`src/rtl/display_scan.sv`:
```
// display_scan: 8-digit multiplexed seven-segment driver with serial double-dabble BCD conversion.
// Define DISPLAY_ALARM_BLINK_EN to blink the digits and pulse the buzzer while Alarm is high.
module display_scan #(
    parameter int SCAN_DIV  = 10,
    parameter int BLINK_DIV = 2500,
    parameter int BUZZ_DIV  = 2
) (
    input  logic       Clock_5K,
    input  logic       Reset,
    input  logic [3:0] Hours,
    input  logic [5:0] Mins,
    input  logic [5:0] Secs,
    input  logic [9:0] MSecs,
    input  logic       AM_PM,
    input  logic       Alarm,
    input  logic       Control,
    output logic [6:0] Seg,
    output logic       Dp,
    output logic [7:0] Digit_En,
    output logic       Buzzer
);
    localparam int SCW = $clog2(SCAN_DIV);
    localparam logic [SCW-1:0] SC_MAX = SCW'(SCAN_DIV - 1);
    localparam logic [3:0] BLANK = 4'd10, GA = 4'd11, GP = 4'd12;

    if (SCAN_DIV < 6 || BLINK_DIV < 1 || BUZZ_DIV < 1) begin : g_bad_params
        $error("display_scan: SCAN_DIV must be >= 6, BLINK_DIV and BUZZ_DIV >= 1");
    end

    typedef enum logic [1:0] {IDLE, LOAD, SHIFT, STORE} state_t;
    state_t state;

    logic [SCW-1:0] sc;
    logic [2:0]  di, cur;
    logic        live, wrap, snap, done, off;
    logic [3:0]  h_s;
    logic [5:0]  m_s, s_s;
    logic [9:0]  ms_s, val, fv;
    logic        pm_s, ctl_s;
    logic [1:0]  fld;
    logic [3:0]  cnt, code;
    logic [11:0] bcd, adj;
    logic [11:0] pend [4];
    logic [11:0] disp [4];
    logic        dp_n;

    function automatic logic [3:0] dab(input logic [3:0] x);
        return x >= 4'd5 ? x + 4'd3 : x;
    endfunction

    function automatic logic [6:0] glyph(input logic [3:0] c);
        case (c)
            4'd0: return 7'b0111111;
            4'd1: return 7'b0000110;
            4'd2: return 7'b1011011;
            4'd3: return 7'b1001111;
            4'd4: return 7'b1100110;
            4'd5: return 7'b1101101;
            4'd6: return 7'b1111101;
            4'd7: return 7'b0000111;
            4'd8: return 7'b1111111;
            4'd9: return 7'b1101111;
            GA:   return 7'b1110111;
            GP:   return 7'b1110011;
            default: return 7'b0000000;
        endcase
    endfunction

    assign wrap = sc == SC_MAX;
    assign snap = wrap && di == 3'd7;
    assign adj  = {dab(bcd[11:8]), dab(bcd[7:4]), dab(bcd[3:0])};
    assign fv   = fld == 2'd0 ? {6'd0, h_s} : fld == 2'd1 ? {4'd0, m_s} : fld == 2'd2 ? {4'd0, s_s} : ms_s;

    always_ff @(posedge Clock_5K) begin
        if (!Reset) begin
            sc    <= '0;
            di    <= '0;
            cur   <= '0;
            live  <= 1'b0;
            h_s   <= '0;
            m_s   <= '0;
            s_s   <= '0;
            ms_s  <= '0;
            pm_s  <= 1'b0;
            ctl_s <= 1'b0;
        end else begin
            sc <= wrap ? '0 : sc + 1'b1;
            if (wrap) begin
                di   <= di + 3'd1;
                cur  <= di;
                live <= 1'b1;
            end
            if (snap) begin
                h_s   <= Hours;
                m_s   <= Mins;
                s_s   <= Secs;
                ms_s  <= MSecs;
                pm_s  <= AM_PM;
                ctl_s <= Control;
            end
        end
    end

    always_ff @(posedge Clock_5K) begin
        if (!Reset) begin
            state <= IDLE;
            fld   <= '0;
            cnt   <= '0;
            val   <= '0;
            bcd   <= '0;
            done  <= 1'b0;
            for (int i = 0; i < 4; i++) begin
                pend[i] <= '0;
                disp[i] <= '0;
            end
        end else begin
            done <= 1'b0;
            if (done)
                for (int i = 0; i < 4; i++) disp[i] <= pend[i];
            case (state)
                IDLE: if (snap) begin
                    state <= LOAD;
                    fld   <= '0;
                end
                LOAD: begin
                    val   <= fv;
                    bcd   <= '0;
                    cnt   <= '0;
                    state <= SHIFT;
                end
                SHIFT: begin
                    {bcd, val} <= {adj, val} << 1;
                    cnt        <= cnt + 4'd1;
                    state      <= cnt == 4'd9 ? STORE : SHIFT;
                end
                default: begin
                    pend[fld] <= bcd;
                    fld       <= fld + 2'd1;
                    done      <= fld == 2'd3;
                    state     <= fld == 2'd3 ? IDLE : LOAD;
                end
            endcase
        end
    end

    // Digit layout per slot; bank 0..3 holds Hours, Mins, Secs, MSecs as 3 BCD digits each
    always_comb begin
        code = BLANK;
        if (ctl_s)
            case (cur)
                3'd7: code = disp[0][7:4] == 4'd0 ? BLANK : disp[0][7:4];
                3'd6: code = disp[0][3:0];
                3'd5: code = disp[1][7:4];
                3'd4: code = disp[1][3:0];
                3'd3: code = disp[2][7:4];
                3'd2: code = disp[2][3:0];
                3'd1: code = pm_s ? GP : GA;
                default: code = BLANK;
            endcase
        else
            case (cur)
                3'd7: code = disp[0][3:0];
                3'd6: code = disp[1][7:4];
                3'd5: code = disp[1][3:0];
                3'd4: code = disp[2][7:4];
                3'd3: code = disp[2][3:0];
                3'd2: code = disp[3][11:8];
                3'd1: code = disp[3][7:4];
                default: code = disp[3][3:0];
            endcase
        dp_n = ctl_s ? (cur == 3'd6 || cur == 3'd4) : (cur == 3'd7 || cur == 3'd5 || cur == 3'd3);
    end

    always_ff @(posedge Clock_5K) begin
        if (!Reset) begin
            Seg      <= '0;
            Dp       <= 1'b0;
            Digit_En <= 8'hFF;
        end else begin
            Seg      <= live ? glyph(code) : '0;
            Dp       <= live && dp_n;
            Digit_En <= live && !off ? ~(8'd1 << cur) : 8'hFF;
        end
    end

`ifdef DISPLAY_ALARM_BLINK_EN
    localparam int BLW = $clog2(BLINK_DIV + 1);
    localparam int BZW = $clog2(BUZZ_DIV + 1);
    logic [BLW-1:0] bc;
    logic [BZW-1:0] bz;

    always_ff @(posedge Clock_5K) begin
        if (!Reset || !Alarm) begin
            bc     <= '0;
            bz     <= '0;
            off    <= 1'b0;
            Buzzer <= 1'b0;
        end else begin
            bc     <= bc == BLW'(BLINK_DIV - 1) ? '0 : bc + 1'b1;
            bz     <= bz == BZW'(BUZZ_DIV - 1) ? '0 : bz + 1'b1;
            off    <= bc == BLW'(BLINK_DIV - 1) ? ~off : off;
            Buzzer <= off ? 1'b0 : bz == BZW'(BUZZ_DIV - 1) ? ~Buzzer : Buzzer;
        end
    end
`else
    assign off = 1'b0;

    always_ff @(posedge Clock_5K) begin
        if (!Reset) Buzzer <= 1'b0;
        else Buzzer <= Alarm;
    end
`endif
endmodule
```
`config.mk`:
```
export PLATFORM = sky130hd
export DESIGN_NAME = display_scan
export DESIGN_NICKNAME = d
export VERILOG_FILES = /design/src/rtl/display_scan.sv
export SDC_FILE = /design/constraint.sdc
export NUM_CORES = 1
export LEC_CHECK = 0
export BUFFER_PORTS_ARGS = -buffer_cell sky130_fd_sc_hd__buf_2
export CAP_MARGIN = 10
export CELL_PAD_IN_SITES_DETAIL_PLACEMENT = 1
export CELL_PAD_IN_SITES_GLOBAL_PLACEMENT = 1
export CORE_MARGIN = 2
export CORE_UTILIZATION = 40
export CTS_BUF_LIST = sky130_fd_sc_hd__clkbuf_16
export DETAILED_ROUTE_END_ITERATION = 8
export PLACE_DENSITY_LB_ADDON = 0.1
export RECOVER_POWER = 100
export SLEW_MARGIN = 20
export SYNTH_ARGS = -nofsm -noshare
export SYNTH_HDL_FRONTEND = slang
export SYNTH_SLANG_ARGS = --single-unit
```
`constraint.sdc`:
```
create_clock -name Clock_5K -period 3.4 [get_ports Clock_5K]
set_input_delay 0.34 -clock Clock_5K [delete_from_list [all_inputs] [get_ports Clock_5K]]
set_output_delay 0.34 -clock Clock_5K [all_outputs]
set_load 0.02 [all_outputs]
```
Word level (Yosys, flattened, before mapping)
Memory sizes are Yosys's and may differ from the RTL's. A register that Yosys moved wholly into a read port is not among the register bits.
Index checks and enable logic that the tools add are counted.
- flip-flop bits (word level): 80
- bits in writable memories: 96
- memory bits (read-only): 112
- bits of input ports: 31
- memories: 3
- add/subtract/negate cells: 7
- order comparisons: 3
- eq/ne operators: 16
- shift operators: 1
- muxes and demuxes: 35
- bitwise gates (word level): 7
- reduce and logical (&&, ||, !) cells: 17
- memory list (name ; words ; bits a word ; rd ports ; clocked after memory_dff ; write ports ; line ; text):
    (no name shown) ; 16 ; 7 ; 1 ; 1 ; 0 ; 52 ; case (c)
    disp ; 4 ; 12 ; 4 ; 0 ; 4 ; 44 ; logic [11:0] disp [4];
    pend ; 4 ; 12 ; 4 ; 0 ; 4 ; 43 ; logic [11:0] pend [4];
- operator list (cell ; number):
    12-bit 2-to-1 mux ; 5
    4-bit case mux with 7 select lines ; 2
    10-bit 2-to-1 mux ; 3
    12-bit case mux with 2 select lines ; 1
    10-bit case mux with 2 select lines ; 1
    4-bit 2-to-1 mux ; 4
    3-bit == test, second input constant ; 5
    4-bit by 3-bit greater-or-equal comparator with 1-bit output, second input constant ; 3
    12-bit OR reduction ; 1
    1-bit 2-to-1 mux ; 11
    4-bit by 1-bit adder with 4-bit output, second input constant ; 2
    4-bit by 2-bit adder with 4-bit output, second input constant ; 2
    4-bit == test, second input constant ; 2
    8-bit NOT ; 1
    4-bit case mux with 2 select lines ; 1
    1-bit by 3-bit left shift with 8-bit output, first input constant ; 1
    2-bit == test, second input constant ; 3
    3-bit by 2-bit == test with 1-bit output, second input constant ; 2
    2-bit 2-to-1 mux ; 3
    3-bit 2-to-1 mux ; 2
    2-bit case mux with 3 select lines ; 1
    2-bit by 1-bit == test with 1-bit output, second input constant ; 2
    2-bit logical NOT ; 2
    4-bit logical NOT ; 1
    other kinds (16) ; 25

Logic depth before layout (Yosys ltp)
- word-level depth: 7
- gate-level depth with buffers: 11
- mapped depth without buffers: 9

Worst setup path after synthesis
Ideal clock, no wire load.
- path kind: flip-flop to flip-flop
- start: register cur[0]
- end: register Seg[4]
- arrival time: 2.109 ns
- slack: 1.205 ns
- stages on the path, launching flop included: 9
- path buffers: 1
- clock period less this slack: 2.195 ns
- path through: dfxtp_1 > buf_6 > mux4_2 > mux2_2 > o22a_2 > ha_1 > mux2i_1 > nor2_1 > a211oi_1
- longest elaborated chain between the ends: 3
- RTL lines (what ; line ; text):
    start: declaration ; 34 ; logic [2:0] di, cur;
    start signal: assignment ; 90 ; cur <= di;
    3-bit by 1-bit == test with 1-bit output (tied with other cells) ; 150, 161 ;
    4-bit case mux with 7 select lines (on tied branches) ; 161, 150 ;
    4-bit 2-to-1 mux * ; 149 ; if (ctl_s)
    end: declaration ; 17 ; output logic [6:0] Seg,
Mark *: on every way between the ends. The rest lies on a longest branch, timed or not.
A chain may end at the register's enable or synchronous reset.

Worst setup path in the final report
- start: register cur[1]
- end: register Seg[4]
The elaborated chain is that of the path after synthesis.

==> metrics <==
status complete, but fails checks; failing checks capacitance limit, slew limit; share of post-route cells with drive strength above 1 between 10% and 20%; FP Rows 49; Post-Route Setup TNS 0 ps; CTS tree yes; starting density of the core roughly 40%; R2R Path Start cur[1]; CP Cell Sequence clkbuf_1 -> mux2i_1 -> a22oi_1 -> a31oi_1 -> a41oi_1 -> buf_4 -> mux2i_1 -> nor2_1 -> a211oi_1; vias in the first global route around 5400; most common cell after layout, fill and taps aside nand2_1; Synth cell types 58; Clk Latency, worst-skew pair about 420 ps; Synth Net Count 779; RSZ-0062 raised after global routing no; worst hold start Alarm; Max Freq around 360 MHz; Critical Setup Path Class reg2reg; synthesis warning total 0; Final setup viols 0; Sink Count roughly 160; Power Total between 4000 and 5000 µW; Area growth syn-to-layout 12.49%; CP max stage delay roughly 600 ps; vias post-DR 5224; hold worst-path end Buzzer; Initial DRC Count about 180; Flop pwr share about half; # H-tree levels 4; peak supply drop 0.0003658 V; Worst Tran Pin Value between 1500 and 2000 ps; Max-Cap Viols 1; DR DRC count 0; reg2reg setup slack about 620 ps; Post-synth EDFFs 72; IO Port Bufs 47; Tmin final approximately 2800 ps; largest net degree at the start of global routing 86; most frequent cells in the layout nand2_1 (108), dfxtp_1 (87), edfxtp_1 (72), and3_1 (40), a21boi_0 (35); die height roughly 140 µm; Max-Slew Margin vs Limit -4.988%; Avg Vias per Cell between 5 and 6; core area 17960 µm²; CP Capture Type flip-flop; DP Wirelength around 12000 µm; critical path's slowest cell dfxtp_1; post-synthesis async set-or-reset flop share 0%; Most Frequent Cell on Critical Path mux2i_1; Post-CTS Resized 0; Worst EP arrival between 3000 and 4000 ps; final wirelength between 15000 and 20000 µm; setup bufs post-CTS 0; crit path from cur[1]; clk buf depth 2; Filler cells between 2000 and 2500; Post-Syn Area about 7300 µm²; Fin. Hold Viols 0; Reg2Reg Depth 9; DR WL/cell roughly 17 µm; Pint 3247 µW; HP Class in2reg; Detail Route Antenna Nets 0; total track usage between 10% and 20%; Final Cycle Share 81.90%; ys flop type dfxtp_1; Hold Path Depth 2; root buf cell clkbuf_16; Num CTS Buffers 17; Max FO, Critical Path 15; TritonRoute pass-1 iters 4; Synth Register Bits 159; Net Sw Power approximately 1000 µW; fin. max-slew vios 36; antenna cells 0; Static Leakage 0.003033 µW; global-route wire length before repair roughly 28000 µm; fin area around 8300 µm²; Mapped Cells 722; area post-placement 7771 µm²; Comb power frac about 9%; CTS Hold Bufs 0; Pwr per Cell Area a little over 500 nW/µm²; Crit path max-delay family buffers and inverters; Clock transition at path regs 60 ps; Worst EP required about 3700 ps; Clock power frac 42.0%; sequential fraction of the synthesis area a little over half; Avg Cell Area, Syn approximately 10 µm²; NumNets Final ~810; switch share a little under a quarter; GRT overflow 0; initial antenna violation count 0; WP buf/inv 2; clk_skew between 6 and 7 ps; Die ar. a little under 20000 µm²; CP Launch Type flip-flop; reg2reg end Seg[4]; I/O pins between 40 and 50; Final GP Congestion 0.7722; Die X roughly 140 µm
==> layout make-up <==
type,instances,area [µm²],area share [%]
Sequential cell,159,3904,47.27
Multi-Input combinational cell,490,3124,37.83
Clock buffer,17,425.4,5.151
Timing Repair Buffer,66,324.1,3.924
Tap cell,229,286.5,3.469
Clock inverter,14,116.4,1.409
Inverter,21,78.83,0.9544
==> registers in the layout, indices dropped and copies added, names as in the netlist, 6 cells and up <==
register / cells
Seg: 7
Digit_En: 8
pend: 36
s_s: 6
val: 10
disp: 36
m_s: 6
bcd: 12
ms_s: 10
==> per-layer routing <==
| layer | GRT usage [%] | up-vias | share of wire, % |
|---|---|---|---|
| li1 | - | 2612 | - |
| met4 | 6.114 | 0 | 2.0 |
| met1 | 22.85 | 2524 | 46 |
| met5 | 0 | - | 0 |
| met2 | 30.70 | 64 | 50 |
| met3 | 2.925 | 24 | 2.7 |
==> how the worst max path moves through the flow <==
stage / to / slack (ps) / cells after the start
after detailed placement: val[9] / 930 / 7
after global routing: Seg[4] / 380 / 9
after floorplan: Seg[4] / 1210 / 8
after CTS: val[9] / 910 / 7
after global placement: val[9] / 960 / 7
final: Seg[4] / 620 / 9
==> power by group through the flow <==
stage | Combinational (µW) | Clock [µW] | Sequential, µW
floorplan | 279 | 0 | 2120
global placement | 365 | 0 | 2130
detailed placement | 377 | 0 | 2130
CTS | 379 | 1830 | 2090
global route | 428 | 1900 | 2100
finish | 373 | 1780 | 2090
==> stage by stage <==
step	setup WS (ps)	utilization [%]	instances	hold slack, ps
after floorplan	1205	-	722	433.2
after global placement	962.9	43.26	965	446.5
after detailed placement	926.2	43.26	965	463.6
after CTS	911.7	46.28	996	111.9
after global routing	379.2	45.98	996	137.8
final	615.3	45.98	996	128.9
==> cells in the mapped netlist (all sizes together), types with 4 or more instances <==
| cell type | n | area share [%] |
|---|---|---|
| nor2 | 35 | 1.8 |
| nand3 | 8 | 0.55 |
| nor2b | 22 | 1.9 |
| a21oi | 29 | 2.0 |
| and2 | 20 | 1.7 |
| and3 | 40 | 3.4 |
| nand2 | 108 | 5.5 |
| clkinv | 4 | 0.20 |
| nor3 | 10 | 0.68 |
| edfxtp | 72 | 29 |
| o21ai | 25 | 1.7 |
| buf | 14 | 1.3 |
| a21boi | 35 | 3.6 |
| o22ai | 8 | 0.68 |
| nor4 | 19 | 1.6 |
| ha | 26 | 4.4 |
| mux2i | 28 | 3.8 |
| mux2 | 6 | 1.0 |
| clkbuf | 38 | 1.9 |
| xnor2 | 6 | 0.72 |
| a31oi | 6 | 0.51 |
| nand2b | 9 | 0.77 |
| dfxtp | 87 | 24 |
| inv | 17 | 0.87 |
| nor3b | 8 | 0.82 |
==> logic make-up after synthesis <==
group | Yosys count | synth area share, %
fa+ha+maj | 26 | 4.431
compound gates | 130 | 11.61
simple gates | 289 | 19.80
buf+inv | 73 | 4.277
flops | 159 | 53.17
mux | 37 | 5.760
xor+xnor | 8 | 0.9544
(Power assumes the default switching activity.)
